===== src/rtl/fetch_unit_if.sv =====
// Bundles the PC-generator, instruction-memory and instruction-queue signals of the fetch unit.
// The master modport is the fetch unit; the slave modport is its environment.
interface fetch_unit_if #(
   parameter int FETCH_WIDTH = 4
);
   logic [31:0]               PC;
   logic [63:0]               order;
   logic                      Br_valid;
   logic                      move_pc;
   logic [3:0]                move_amount;
   logic [31:0]               imem_addr;
   logic [3:0]                imem_rmask;
   logic [FETCH_WIDTH*32-1:0] imem_rdata;
   logic                      imem_resp;
   logic [3:0]                iq_space;
   logic                      iq_push;
   logic [3:0]                iq_count;
   logic [FETCH_WIDTH*32-1:0] iq_inst;
   logic [31:0]               iq_pc;
   logic [63:0]               iq_order;

   modport master (
      input  PC, order, Br_valid, imem_rdata, imem_resp, iq_space,
      output move_pc, move_amount, imem_addr, imem_rmask,
             iq_push, iq_count, iq_inst, iq_pc, iq_order
   );

   modport slave (
      output PC, order, Br_valid, imem_rdata, imem_resp, iq_space,
      input  move_pc, move_amount, imem_addr, imem_rmask,
             iq_push, iq_count, iq_inst, iq_pc, iq_order
   );
endinterface


===== src/rtl/fetch_unit.sv =====
// Fetches the aligned instruction block holding PC, buffers it, and drains it into the
// instruction queue as space allows, telling the PC generator how far to advance.
module fetch_unit #(
   parameter int FETCH_WIDTH = 4
) (
   input  logic          clk,
   input  logic          rst,
   fetch_unit_if.master  bus
);
   localparam logic [31:0] BLK_MASK = 32'(FETCH_WIDTH * 4 - 1);

   typedef enum logic [1:0] {IDLE, WAIT, DISCARD, DRAIN} state_t;

   state_t                    state;
   state_t                    state_next;
   logic [31:0]               tag;
   logic [FETCH_WIDTH*32-1:0] line_buf;
   logic                      buf_valid;

   logic [31:0] blk;
   logic [3:0]  off;
   logic [3:0]  avail;
   logic [3:0]  n;
   logic        issue;
   logic        capture;
   logic        invalidate;

   // Position of PC inside its block and how many instructions can go out this cycle.
   always_comb begin
      blk   = bus.PC & ~BLK_MASK;
      off   = 4'((bus.PC >> 2) & 32'(FETCH_WIDTH - 1));
      avail = 4'(FETCH_WIDTH) - off;
      n     = (bus.iq_space < avail) ? bus.iq_space : avail;
   end

   always_ff @(posedge clk) begin
      if (rst) begin
         state     <= IDLE;
         tag       <= '0;
         line_buf  <= '0;
         buf_valid <= 1'b0;
      end else begin
         state <= state_next;
         if (issue)
            tag <= blk;
         if (capture) begin
            line_buf  <= bus.imem_rdata;
            buf_valid <= 1'b1;
         end else if (invalidate) begin
            buf_valid <= 1'b0;
         end
      end
   end

   // A redirect always wins over a push, so the PC generator never sees both in one cycle.
   always_comb begin
      state_next      = state;
      issue           = 1'b0;
      capture         = 1'b0;
      invalidate      = 1'b0;
      bus.move_pc     = 1'b0;
      bus.move_amount = 4'd0;
      bus.imem_addr   = 32'd0;
      bus.imem_rmask  = 4'h0;
      bus.iq_push     = 1'b0;
      bus.iq_count    = 4'd0;
      bus.iq_inst     = '0;
      bus.iq_pc       = 32'd0;
      bus.iq_order    = 64'd0;

      if (!rst) begin
         case (state)
            IDLE: begin
               if (!bus.Br_valid && bus.iq_space != 4'd0) begin
                  bus.imem_rmask = 4'hF;
                  bus.imem_addr  = blk;
                  issue          = 1'b1;
                  state_next     = WAIT;
               end
            end
            WAIT: begin
               if (bus.imem_resp) begin
                  if (bus.Br_valid) begin
                     state_next = IDLE;
                  end else begin
                     capture    = 1'b1;
                     state_next = DRAIN;
                  end
               end else if (bus.Br_valid) begin
                  state_next = DISCARD;
               end
            end
            DISCARD: begin
               if (bus.imem_resp)
                  state_next = IDLE;
            end
            DRAIN: begin
               if (bus.Br_valid || !buf_valid || blk != tag) begin
                  invalidate = 1'b1;
                  state_next = IDLE;
               end else if (n != 4'd0) begin
                  bus.move_pc     = 1'b1;
                  bus.move_amount = n;
                  bus.iq_push     = 1'b1;
                  bus.iq_count    = n;
                  bus.iq_inst     = line_buf >> {off, 5'b00000};
                  bus.iq_pc       = bus.PC;
                  bus.iq_order    = bus.order;
                  if (n == avail) begin
                     invalidate = 1'b1;
                     state_next = IDLE;
                  end
               end
            end
            default: state_next = IDLE;
         endcase
      end
   end
endmodule


===== src/flat_wrapper.sv =====
// flat-port wrapper written by rule: the top's interface ports become plain ports
module fetch_unit_flat 
#(
   parameter int FETCH_WIDTH = 4
)
  (clk, rst, bus_PC, bus_order, bus_Br_valid, bus_imem_rdata, bus_imem_resp, bus_iq_space, bus_move_pc, bus_move_amount, bus_imem_addr, bus_imem_rmask, bus_iq_push, bus_iq_count, bus_iq_inst, bus_iq_pc, bus_iq_order);
  fetch_unit_if #(.FETCH_WIDTH(FETCH_WIDTH)) bus_i ();
  input  logic clk;
  input  logic rst;
  input wire logic [$bits(bus_i.PC)-1:0] bus_PC;
  input wire logic [$bits(bus_i.order)-1:0] bus_order;
  input wire logic [$bits(bus_i.Br_valid)-1:0] bus_Br_valid;
  input wire logic [$bits(bus_i.imem_rdata)-1:0] bus_imem_rdata;
  input wire logic [$bits(bus_i.imem_resp)-1:0] bus_imem_resp;
  input wire logic [$bits(bus_i.iq_space)-1:0] bus_iq_space;
  output wire logic [$bits(bus_i.move_pc)-1:0] bus_move_pc;
  output wire logic [$bits(bus_i.move_amount)-1:0] bus_move_amount;
  output wire logic [$bits(bus_i.imem_addr)-1:0] bus_imem_addr;
  output wire logic [$bits(bus_i.imem_rmask)-1:0] bus_imem_rmask;
  output wire logic [$bits(bus_i.iq_push)-1:0] bus_iq_push;
  output wire logic [$bits(bus_i.iq_count)-1:0] bus_iq_count;
  output wire logic [$bits(bus_i.iq_inst)-1:0] bus_iq_inst;
  output wire logic [$bits(bus_i.iq_pc)-1:0] bus_iq_pc;
  output wire logic [$bits(bus_i.iq_order)-1:0] bus_iq_order;
  assign bus_i.PC = bus_PC;
  assign bus_i.order = bus_order;
  assign bus_i.Br_valid = bus_Br_valid;
  assign bus_i.imem_rdata = bus_imem_rdata;
  assign bus_i.imem_resp = bus_imem_resp;
  assign bus_i.iq_space = bus_iq_space;
  assign bus_move_pc = bus_i.move_pc;
  assign bus_move_amount = bus_i.move_amount;
  assign bus_imem_addr = bus_i.imem_addr;
  assign bus_imem_rmask = bus_i.imem_rmask;
  assign bus_iq_push = bus_i.iq_push;
  assign bus_iq_count = bus_i.iq_count;
  assign bus_iq_inst = bus_i.iq_inst;
  assign bus_iq_pc = bus_i.iq_pc;
  assign bus_iq_order = bus_i.iq_order;
  fetch_unit #(.FETCH_WIDTH(FETCH_WIDTH)) u_core (.clk(clk), .rst(rst), .bus(bus_i));
endmodule

===== config.mk =====
export PLATFORM = sky130hd
export DESIGN_NAME = fetch_unit_flat
export DESIGN_NICKNAME = d
export VERILOG_FILES = /design/src/rtl/fetch_unit_if.sv /design/src/rtl/fetch_unit.sv /design/src/flat_wrapper.sv
export SDC_FILE = /design/constraint.sdc
export NUM_CORES = 1
export LEC_CHECK = 0
export CAP_MARGIN = 20
export CORE_AREA = 8 8 191 193
export CTS_CLUSTER_SIZE = 12
export DETAILED_ROUTE_END_ITERATION = 10
export DIE_AREA = 0 0 199 201
export SLEW_MARGIN = 20
export SYNTH_ARGS = -nofsm -noshare
export SYNTH_HDL_FRONTEND = slang
export SYNTH_SLANG_ARGS = --single-unit

===== constraint.sdc =====
create_clock -name clk -period 3.6 [get_ports clk]
set_input_delay 0.36 -clock clk [delete_from_list [all_inputs] [get_ports clk]]
set_output_delay 0.36 -clock clk [all_outputs]
set_load 0.02 [all_outputs]

Word level (Yosys, flattened, before mapping)
Index checks and enable logic that the tools add are counted.

Input port bits: 232. Memory bits (writable): 0. Bits in latches: 0. Memories: 0. Register bits: 159. ROM bits: 0.

Magnitude comparators: 1. Bitwise operators: 0. Multiplexer cells: 50. Multipliers: 0. Equal/unequal tests: 10. Reduce and logical (&&, ||, !) cells: 10. Shift operators: 1. Add/subtract/negate cells: 1. Div/mod/pow operators: 0.

Operators by type and width (number): 2-to-1 mux 128 bit (4); 2-to-1 mux 64 bit (4); 2-to-1 mux 32 bit (7); >> shifter 128 x 7 -> 128 bit (1); 2-to-1 mux 4 bit (8); inequality test 28 bit (1); 2-to-1 mux 1 bit (18); 2-to-1 mux 2 bit (8); case mux 2 bit (4 select lines) (1); nonzero test 4 bit (2); inequality test 3 x 1 -> 1 bit, second input constant (2); AND reduction 5 bit (1); == test 2 bit, second input constant (2); == test 4 bit (1); < comparator 4 bit (1); subtractor 3 x 2 -> 4 bit, first input constant (1); inequality test 3 bit, second input constant (1); == test 2 x 1 -> 1 bit, second input constant (1); logical NOT 1 bit (2); logical NOT 2 bit (1); logical OR 1 bit (2); inequality test 2 x 1 -> 1 bit, second input constant (1); inequality test 2 bit, second input constant (1); nonzero test 2 bit (1); logical AND 1 bit (1).

Logic depth before layout (Yosys ltp)
Gate-level depths: netlist of the first run.

Depth after elaboration: 11. Mapped depth: 14.

Worst setup path after synthesis of the first run
No wires, ideal clock.

Path kind: input port to output port. From: input bus_PC[3]. To: output bus_iq_inst[25]. Path buffers: 3. Cell stages on the path: 11. Arrival time: 3576 ps. Required time: 3240 ps. Path slack: -336 ps. Cell sequence: clkbuf_1 -> buf_1 -> inv_1 -> ha_1 -> inv_1 -> ha_1 -> nand2_1 -> o21ai_1 -> o21ai_1 -> buf_2 -> a2111oi_0.

Word-level cells in the longest chain between the ends: 8. Elaborated cells on any way between the ends: 9. Classes of those cells: add/sub: 1; order compare: 1; shift: 1; mux: 5; reduce/logical: 1.

RTL lines: from (decl) (line flat_wrapper.sv:10) `input wire logic [$bits(bus_i.PC)-1:0] bus_PC;`; subtractor 3 x 2 -> 4 bit (line fetch_unit.sv:32) `avail = 4'(FETCH_WIDTH) - off;`; < comparator 4 bit (line fetch_unit.sv:33) `n = (bus.iq_space < avail) ? bus.iq_space : avail;`; 2-to-1 mux 4 bit (line fetch_unit.sv:33); nonzero test 4 bit (line fetch_unit.sv:101) `end else if (n != 4'd0) begin`; 2-to-1 mux 128 bit (*) (line fetch_unit.sv:101); 2-to-1 mux 128 bit (*) (line fetch_unit.sv:98) `if (bus.Br_valid || !buf_valid || blk != tag) begin`; 2-to-1 mux 128 bit (*) (line fetch_unit.sv:72) `case (state)`; 2-to-1 mux 128 bit (*) (line fetch_unit.sv:71) `if (!rst) begin`; to (decl) (line flat_wrapper.sv:22) `output wire logic [$bits(bus_i.iq_inst)-1:0] bus_iq_inst;`.

Mark *: on every way between the ends. The rest lies on a longest branch, timed or not.

Worst setup path after layout of the first run
From: input bus_PC[27]. To: output bus_iq_inst[77].

Word-level cells in the longest chain between the ends: 5.

RTL lines (line): inequality test 28 bit (fetch_unit.sv:98); logical OR 1 bit (fetch_unit.sv:98); 2-to-1 mux 128 bit (fetch_unit.sv:98); 2-to-1 mux 128 bit (fetch_unit.sv:72); 2-to-1 mux 128 bit (fetch_unit.sv:71).

Every way passes these cells.

==> flow_results.org, run 1 <==
** CTS
- Clock tree sinks :: roughly 160
- In this run, post-CTS hold repair placed 0 buffers.
- TritonCTS built the clock tree.
- Clock tree root driver cell :: clkbuf_16
- After clock tree synthesis, the clock-pin slew on the worst setup and hold paths is approximately 0.08 ns.
- Clock latency on the worst-skew pair, taken at its later pin, is about 0.43 ns.
- The longest clock path from root to sink contains 2 buffers.
- CTS built an H-tree with a depth of 4.
- Total clock buffers created by CTS :: 17

** Drt
- Number of search-and-repair iterations in the first detailed-routing pass :: 5
- ANT nets after route :: 0
- The routed layout has approximately 11000 vias.
- DRT iter0 DRCs :: 760
- Total detailed-routing wirelength :: around 47000 um
- Average vias per placed instance :: about 5
- DRC errors left :: 0
- Dividing the detail-routed wire length by the instance count gives 21.0 um.

** Yosys
- In this run the cell area of the synthesized design comes to about 0.010 mm^2.
- Synthesis instantiated 38 different standard cells from the library.
- In the post-synthesis netlist, the cell with the most instances is nand2_1.
- For this run, the number of Yosys warnings is 0.
- A synthesized cell averages roughly 7.4 um^2.
- Share of the synthesized area in the top cell type :: 31.8%
- The largest total area in the synthesized netlist belongs to dfxtp_1.
- Number of enable-type register cells in the synthesized netlist :: 0
- Ranked by total cell area, the synthesized netlist is headed by dfxtp_1, nand2_1, a21oi_1.
- The commonest cells after synthesis are nand2_1, a21oi_1, dfxtp_1.
- In the synthesized netlist the dominant register cell turns out to be dfxtp_1.
- Fraction of registers with async set or reset after synthesis :: 0%
- Flip-flop and latch count after synthesis :: between 150 and 200
- The cell count after synthesis came out at between 1000 and 1500.
- Of the synthesized area, sequential elements account for roughly a third.

** Place
- After detailed placement, the total cell area comes to between 0.015 and 0.02 mm^2.
- Routability-driven placement finished with a final weighted congestion of ~0.9.
- Count of buffers from port buffering :: about 500
- The wire-length estimate of the detail-placed layout is 34200 um.

** Global routing
- Global routing finished with a remaining overflow of 0.
- For this run, the total global-route usage over all layers was measured as 22.3%.
- First-pass GRT wire length :: between 60000 and 70000 um
- Initial antenna violation count :: 11
- Entering global routing, the biggest net connects between 150 and 200 pins.
- Number of global-route vias before repair :: around 11000

** STA
- Final setup violation count :: 0
- The number of pins exceeding their max-slew limit in the final report was 0.
- The number of hold violations in the final report was 0.
- Part of the cycle the worst path needs :: between 90% and 100%
- Clock skew on the completed layout was measured at between 0.015 and 0.02 ns.
- Setup repair after global routing left no endpoint under its margin.
- Headroom to the max-slew limit :: slightly below 40%
- The smallest clock period supported by the final layout is computed as approximately 3.5 ns.
- Tightest Pin Transition :: slightly above 0.9 ns
- For this run, the top clock speed supported by timing is approximately 280 MHz.
- Accumulated negative setup slack :: 0 ns

** Finish
- Final-stage net count :: just over 2000
- After routing the design area is between 0.015 and 0.02 mm^2.
- Fraction of final layout cells sized beyond drive strength 1 :: between 8 and 9%
- The area growth from synthesis to layout is 65.2%.
- At the end of the flow the core is filled with cells to 49.6%.

** Floorplan
- In this run the horizontal extent of the chip is 199 um.
- Floorplan core area :: about 0.033 mm^2
- Rows :: 67
- From bottom edge to top edge, the die measures 201 um.
- Overall die area :: 0.0400 mm^2
- For this design the top-level I/O count stands at about 500.
- Initial cell density of the core :: approximately 30%

** Setup path
- CP Class :: in2out
- The worst setup path is captured at an output pin.
- Of all nets on the critical path, the largest fanout is 66.
- Flop2flop setup slack :: approximately 1.7 ns
- At the worst endpoint, the required time is between 3 and 4 ns.
- Launch point of the worst reg-to-reg path :: u_core.tag[7]$_SDFFE_PP0P_
- For the worst flop-to-flop path, the logic depth is 6.
- For the worst setup path, the data arrival time is 3.16 ns.
- Crit Reg-Reg Endpoint :: u_core.state[1]$_SDFFE_PP0P_
- Setup crit start kind :: input port

** Status
- Status :: finished, final reports clean

** Min path
- The path with the worst hold slack has its endpoint at u_core.state[0]$_SDFFE_PP0P_.
- Worst min path class :: in2reg
- Count of cells along the worst hold path :: 4
- The startpoint identified for the worst hold timing path is rst.

** Flow run
- Across the run, the number of max-cap violations was 0.

** Power and ir drop
- In this run the static leakage power is between 8 and 9 nW.
- Worst-case vdd ir drop :: 0.000296 V
- Dividing total power by cell area gives a power density of approximately 280 mW/mm^2.
==> metal layers <==
metal / vias to the layer above / wire length, um / GRT usage, %
met2: 342 / 22800 / 37.0
met3: 50 / 3240 / 5.31
li1: 5522 / - / -
met5: - / 35 / 0
met4: 6 / 988 / 7.25
met1: 5383 / 20300 / 27.8
==> stage by stage <==
step,worst slack [ns],cells,hold slack (ns),total power [mW]
after detailed placement,-0.140,2212,0.442,2.74
final,0.0835,2254,0.312,4.64
after global placement,-0.189,2212,0.438,2.74
after CTS,0.00317,2244,0.292,4.68
after floorplan,-0.0836,1357,0.432,2.29
after global routing,0.00258,2254,0.369,4.82
==> how the worst max path moves through the flow <==
| stage | start | end | slack (ns) | cells after the start |
|---|---|---|---|---|
| 6_report | bus_PC[27] | bus_iq_inst[77] | 0.08 | 8 |
| 5_1_grt | bus_PC[3] | bus_iq_order[63] | 0.003 | 12 |
| 4_1_cts | bus_PC[27] | bus_iq_inst[95] | 0.003 | 9 |
| 3_5_place_dp | bus_PC[7] | bus_iq_inst[27] | -0.14 | 8 |
| 3_3_place_gp | bus_PC[27] | bus_iq_inst[27] | -0.19 | 8 |
| 2_1_floorplan | bus_PC[3] | bus_iq_inst[25] | -0.08 | 11 |
==> state kept, by name, indices dropped and copies added, names as in the netlist <==
name              cells
u_core.tag           28
u_core.line_buf     128
u_core.state          2
u_core.buf_valid      1
==> area by class of cell <==
| cell class | count | area, um^2 |
|---|---|---|
| fillers | 3367 | 16800 |
| multi-input cells | 1036 | 6140 |
| repair buffers | 563 | 5970 |
| flip-flops and latches | 159 | 3180 |
| well taps | 448 | 561 |
| clock buffers | 18 | 439 |
| clock inverters | 14 | 169 |
| inverters | 9 | 33.8 |
| diodes | 7 | 17.5 |
==> power breakdown <==
part           leakage (nW)  switching [mW]  internal (mW)
combinational          6.83           0.446          0.420
sequential             1.29          0.0415           1.81
clock                 0.295           0.857           1.07
==> timing repair <==
action,CTS,global route
buffers inserted,0,2
cloned,0,1
pin swaps,0,2
setup endpoints to repair,110,169
gates resized for setup,52,163
==> cell families (layout without fill, tap and decap cells) <==
logic type	count (synthesis)	count (layout)	synth area share, %
other	1	13	0.0375
AOI/OAI and AO/OA	267	267	16.0
buffers and inverters	162	604	8.34
xor gates and xnor gates	27	27	2.37
and+or+nand+nor	666	666	34.3
muxes	67	67	6.71
adders and majority gates	3	3	0.376
DFF	159	159	31.8
==> placed cells by master, fill, tap and decap left out, types with 7 or more instances in the layout <==
| master | instances |
|---|---|
| nor2_1 | 43 |
| nor3_1 | 72 |
| buf_12 | 11 |
| inv_1 | 9 |
| a2111oi_2 | 7 |
| dfxtp_1 | 159 |
| a21oi_1 | 189 |
| xor2_1 | 8 |
| a2111oi_1 | 23 |
| diode_2 | 7 |
| nor4_2 | 32 |
| clkbuf_16 | 18 |
| nand2_1 | 347 |
| a211oi_1 | 34 |
| buf_4 | 55 |
| nor2b_1 | 36 |
| nor3b_1 | 92 |
| xnor2_1 | 19 |
| clkdlybuf4s50_1 | 284 |
| mux2i_1 | 67 |
| dlygate4sd2_1 | 48 |
| and2_1 | 26 |
| dlymetal6s2s_1 | 160 |
==> worst max-delay path, cell delays in order <==
cell	delay (ns)
clkdlybuf4s50_1	0.48
inv_1	0.05
a2111o_1	0.45
nor4_4	0.33
nand4_4	0.18
buf_12	0.22
nor4_2	0.30
clkdlybuf4s50_1	0.67
Note: power is estimated with default switching activity, not from simulation.
==> run 2: changes to the inputs <==
--- a/config.mk
+++ b/config.mk
@@ -10,6 +10,7 @@
 export CTS_CLUSTER_SIZE = 12
 export DETAILED_ROUTE_END_ITERATION = 10
 export DIE_AREA = 0 0 199 201
+export REMOVE_ABC_BUFFERS = 1
 export SLEW_MARGIN = 20
 export SYNTH_ARGS = -nofsm -noshare
 export SYNTH_HDL_FRONTEND = slang
==> flow_results.org, run 2 (same netlist as run 1, synthesis figures left out) <==
** Global routing
- The via count of the first global-routing pass is 11100 (+0.14%).
- The initial antenna violation count is 12 (+1).
- Sum of overflow across all layers after global routing :: 0 (unchanged)
- First-pass GRT wire length :: 67800 um (-2.5%)
- The pin count of the biggest net entering global routing was 134 (-17%).
- Overall global routing resource usage :: 21.5% (-0.76 points)

** STA
- The setup TNS came to 0 ns (unchanged).
- The total of endpoints with negative setup slack in the final report came to 0 (unchanged).
- The worst clock skew came to 0.0159 ns (-0.00166 ns).
- Worst hold slack after final layout :: 0.382 ns (+0.0699 ns)
- The actual slew at the worst max-slew pin is 0.967 ns (+0.0557 ns).
- The remaining max-slew budget at the tightest pin came to 35.5% (-3.7 points).
- The number of hold violations in the final report was 0 (unchanged).
- The number of pins exceeding their max-slew limit in the final report was 0 (unchanged).
- The maximum frequency from static timing analysis is 284 MHz (-0.11%).
- Setup repair after global routing could not meet its margin everywhere.
- The least setup slack across all paths after layout is 0.0794 ns (-0.00404 ns).
- Shortest period the worst path allows :: 3.52 ns (+0.00404 ns)
- Part of the cycle the worst path needs :: 97.8% (+0.11 points)

** CTS
- Largest buffer count on any clock path :: 2 (unchanged)
- The H-tree depth reported by CTS was 4 (unchanged).
- In this run the clock root is driven by a clkbuf_16.
- TritonCTS built the clock tree.
- Clock tree sinks :: 159 (unchanged)
- The insertion delay to the later sink of the worst-skew pair is 0.43 ns (about the same).
- Total clock buffers created by CTS :: 17 (unchanged)
- Clock Pin Slew Worst Setup and Hold Paths :: 0.07 ns (about the same)

** Power and ir drop
- The maximum VDD drop is 0.000267 V (-10%).
- Share of total power in the clock network :: 40.9% (-0.6 points)
- Part of the power in registers :: 40.4% (+0.5 points)
- Power Density :: 280 mW/mm^2 (-0.30%)
- The net switching component of the power came to 1.33 mW (-0.94%).
- The switching power share of the total was 29.1% (+0.15 points).
- The internal power summed over all cells was 3.24 mW (-1.7%).
- Lkg Pwr :: 7.06 nW (-16%)
- The relative contribution of combinational cells to total power was 18.7% (about the same).

** Finish
- From synthesis to final layout, the design area changed by 63.3%.
- Fraction of final layout cells sized beyond drive strength 1 :: 9.05% (+0.55 points)
- Finished Cell Area :: 0.0163 mm^2 (-1.2%)
- The number of flip-flops under the largest register name came to 128 (unchanged).
- Most used cells in the layout excluding fill and tap cells :: nand2_1, clkdlybuf4s50_1, a21oi_1
- The count of non-filler cells in the finished layout was 2267 (+0.58%).
- Most common cell after layout, fill and taps aside :: nand2_1
- The final layout net count was 2034 (+0.64%).
- The largest registers in the layout are u_core.line_buf (128), u_core.tag (28), u_core.state (2).
- Counting flops per register, the top entry is u_core.line_buf.

** Drt
- The total detailed-routing wirelength came to 46300 um (-2.2%).
- The length of routed met2 wiring was 22200 um (-2.8%).
- Average vias per placed instance :: 5.01 (-0.12%)
- The number of optimization iterations in the first detailed-route pass was 4 (-1).
- The total via count in the routed design was 11400 (+0.46%).
- Routed wirelength normalized by instance count :: 20.4 um (-2.8%)
- DRC errors left :: 0 (unchanged)
- Detailed-routing wirelength on met1 :: 18900 um (-6.7%)
- The highest layer touched by signal routing is met5.
- The routed length on met3 came to 4010 um (+24%).
- DRT iter0 DRCs :: 632 (-17%)
- ANT nets after route :: 0 (unchanged)

** Min path
- The worst hold path terminates at u_core.state[0]$_SDFFE_PP0P_.
- Launch point of the worst hold path :: rst
- Count of cells along the worst hold path :: 4 (unchanged)
- The worst hold path belongs to the class in2reg.

** Place
- Standard cell area after detailed placement :: 0.0155 mm^2 (+0.25%)
- The last weighted congestion value of the routability-driven placer came to 0.857 (-2.8%).
- Count of buffers from port buffering :: 495 (unchanged)
- Placed Cells incl. Taps :: 2224 (+0.54%)
- DPL Wire Length :: 33900 um (-0.82%)
- Worst slack at placement :: -0.329 ns (-0.189 ns)

** Setup path
- The worst setup path is captured at an output pin.
- The critical path is of the in2out type.
- Walking the worst path, the cells encountered are clkdlybuf4s50_1 -> nor2b_1 -> a2111o_1 -> nor4_4 -> nand4_4 -> buf_12 -> nor3_1 -> buf_4 -> clkdlybuf4s50_1.
- Arrival @ worst endpoint :: 3.16 ns (about the same)
- The largest stage delay on the critical path came to 0.65 ns (-0.02 ns).
- Critical path data required time :: 3.24 ns (about the same)
- Crit Path Max Fanout :: 39 (-41%)
- The setup slack on the worst flop-to-flop path was 1.72 ns (about the same).
- The depth of the worst register-to-register path was 5 (-1).
- Among the stages of the critical path, the cell type that occurs most often is clkdlybuf4s50_1.
- The worst register-to-register path ends at u_core.line_buf[123]$_SDFFE_PP0P_.
- Max stage delay cell, worst path :: clkdlybuf4s50_1
- Setup crit start kind :: input port
- The worst register-to-register path begins at u_core.state[1]$_SDFFE_PP0P_.

** Floorplan
- The number of cell rows is 67 (unchanged).
- Initial cell density of the core :: 30.0% (unchanged)
- Number of I/O pins :: 502 (unchanged)
- Chip height :: 201 um (unchanged)
- Overall die area :: 0.0400 mm^2 (unchanged)
- The placeable core region came to 0.0333 mm^2 (unchanged).
- Overall die width :: 199 um (unchanged)

** Flow run
- The number of max-cap violations came to 0 (unchanged).

** Status
- The flow ran to the end, and the final reports show no timing, DRC or antenna violations.
-- run 2: cell count changes in the layout (fill, tap and decap cells not counted), moves of 3 or more --
cell,delta
a2111oi_2,-5
buf_4,+15
buf_12,+4
a2111oi_1,-19
a2111oi_0,+24
clkdlybuf4s50_1,+47
dlymetal6s2s_1,-86
dlygate4sd2_1,+35
buf_6,-3
-- run 2: worst max-delay path by stage --
stage | slack (ns) | cells past startpoint | endpoint | from
final | 0.08 | 9 | bus_iq_inst[39] | bus_PC[19]
after CTS | 0.0006 | 9 | bus_iq_order[14] | bus_PC[19]
after floorplan | -8.49 | 8 | bus_iq_push | bus_PC[2]
after global placement | -0.37 | 8 | bus_iq_inst[27] | bus_PC[19]
after global routing | -0.008 | 9 | bus_iq_inst[101] | bus_PC[19]
after detailed placement | -0.33 | 8 | bus_iq_inst[27] | bus_PC[19]
-- run 2: metrics by stage --
step,util [%],total power [mW]
after global placement,46.7,2.72
after CTS,48.2,4.62
final,49.0,4.58
after global routing,49.0,4.77
after detailed placement,46.7,2.72
after floorplan,-,2.17
-- run 2: layout make-up --
| class | count | area [um^2] |
|---|---|---|
| tap | 448 | 561 |
| clock buffer | 19 | 443 |
| timing repair buffer | 576 | 5840 |
| inverter | 9 | 33.8 |
| antenna | 7 | 17.5 |
| fill | 3346 | 17000 |
| clock inverter | 13 | 149 |
| sequential | 159 | 3180 |
| multi-input combinational | 1036 | 6090 |
-- run 2: power groups by stage --
| stage | registers [mW] | logic, mW | clock network (mW) |
|---|---|---|---|
| 2_1_floorplan | 1.88 | 0.291 | 0 |
| 3_3_place_gp | 1.89 | 0.830 | 0 |
| 3_5_place_dp | 1.89 | 0.835 | 0 |
| 4_1_cts | 1.85 | 0.843 | 1.93 |
| 5_1_grt | 1.85 | 0.917 | 2.00 |
| 6_report | 1.85 | 0.854 | 1.87 |
-- run 2: worst max-delay path: cells and delay by family --
family          cells  cell delay, ns
simple gates        4            0.88
compound gates      1            0.43
buf+inv             4            1.46
-- run 2: what timing repair did --
item / CTS / global route
pin swaps: 0 / 1
gates resized for setup: 93 / 81
gates cloned: 0 / 1
buffers inserted: 0 / 3
setup endpoints to repair: 170 / 149
hold buffers: 0 / 0
-- run 2: routing by layer --
metal	up-vias	global-route usage, %
met5	-	0
met4	10	8.13
met3	75	6.84
met2	418	35.9
met1	5309	25.3
li1	5543	-
==> run 3: changes to the inputs <==
--- a/config.mk
+++ b/config.mk
@@ -10,6 +10,7 @@
 export CTS_CLUSTER_SIZE = 12
 export DETAILED_ROUTE_END_ITERATION = 10
 export DIE_AREA = 0 0 199 201
+export HOLD_SLACK_MARGIN = 0.05
 export REMOVE_ABC_BUFFERS = 1
 export SLEW_MARGIN = 20
 export SYNTH_ARGS = -nofsm -noshare
==> results of run 3 <==
Final layout, timing and power as in run 2 (identical DEF).
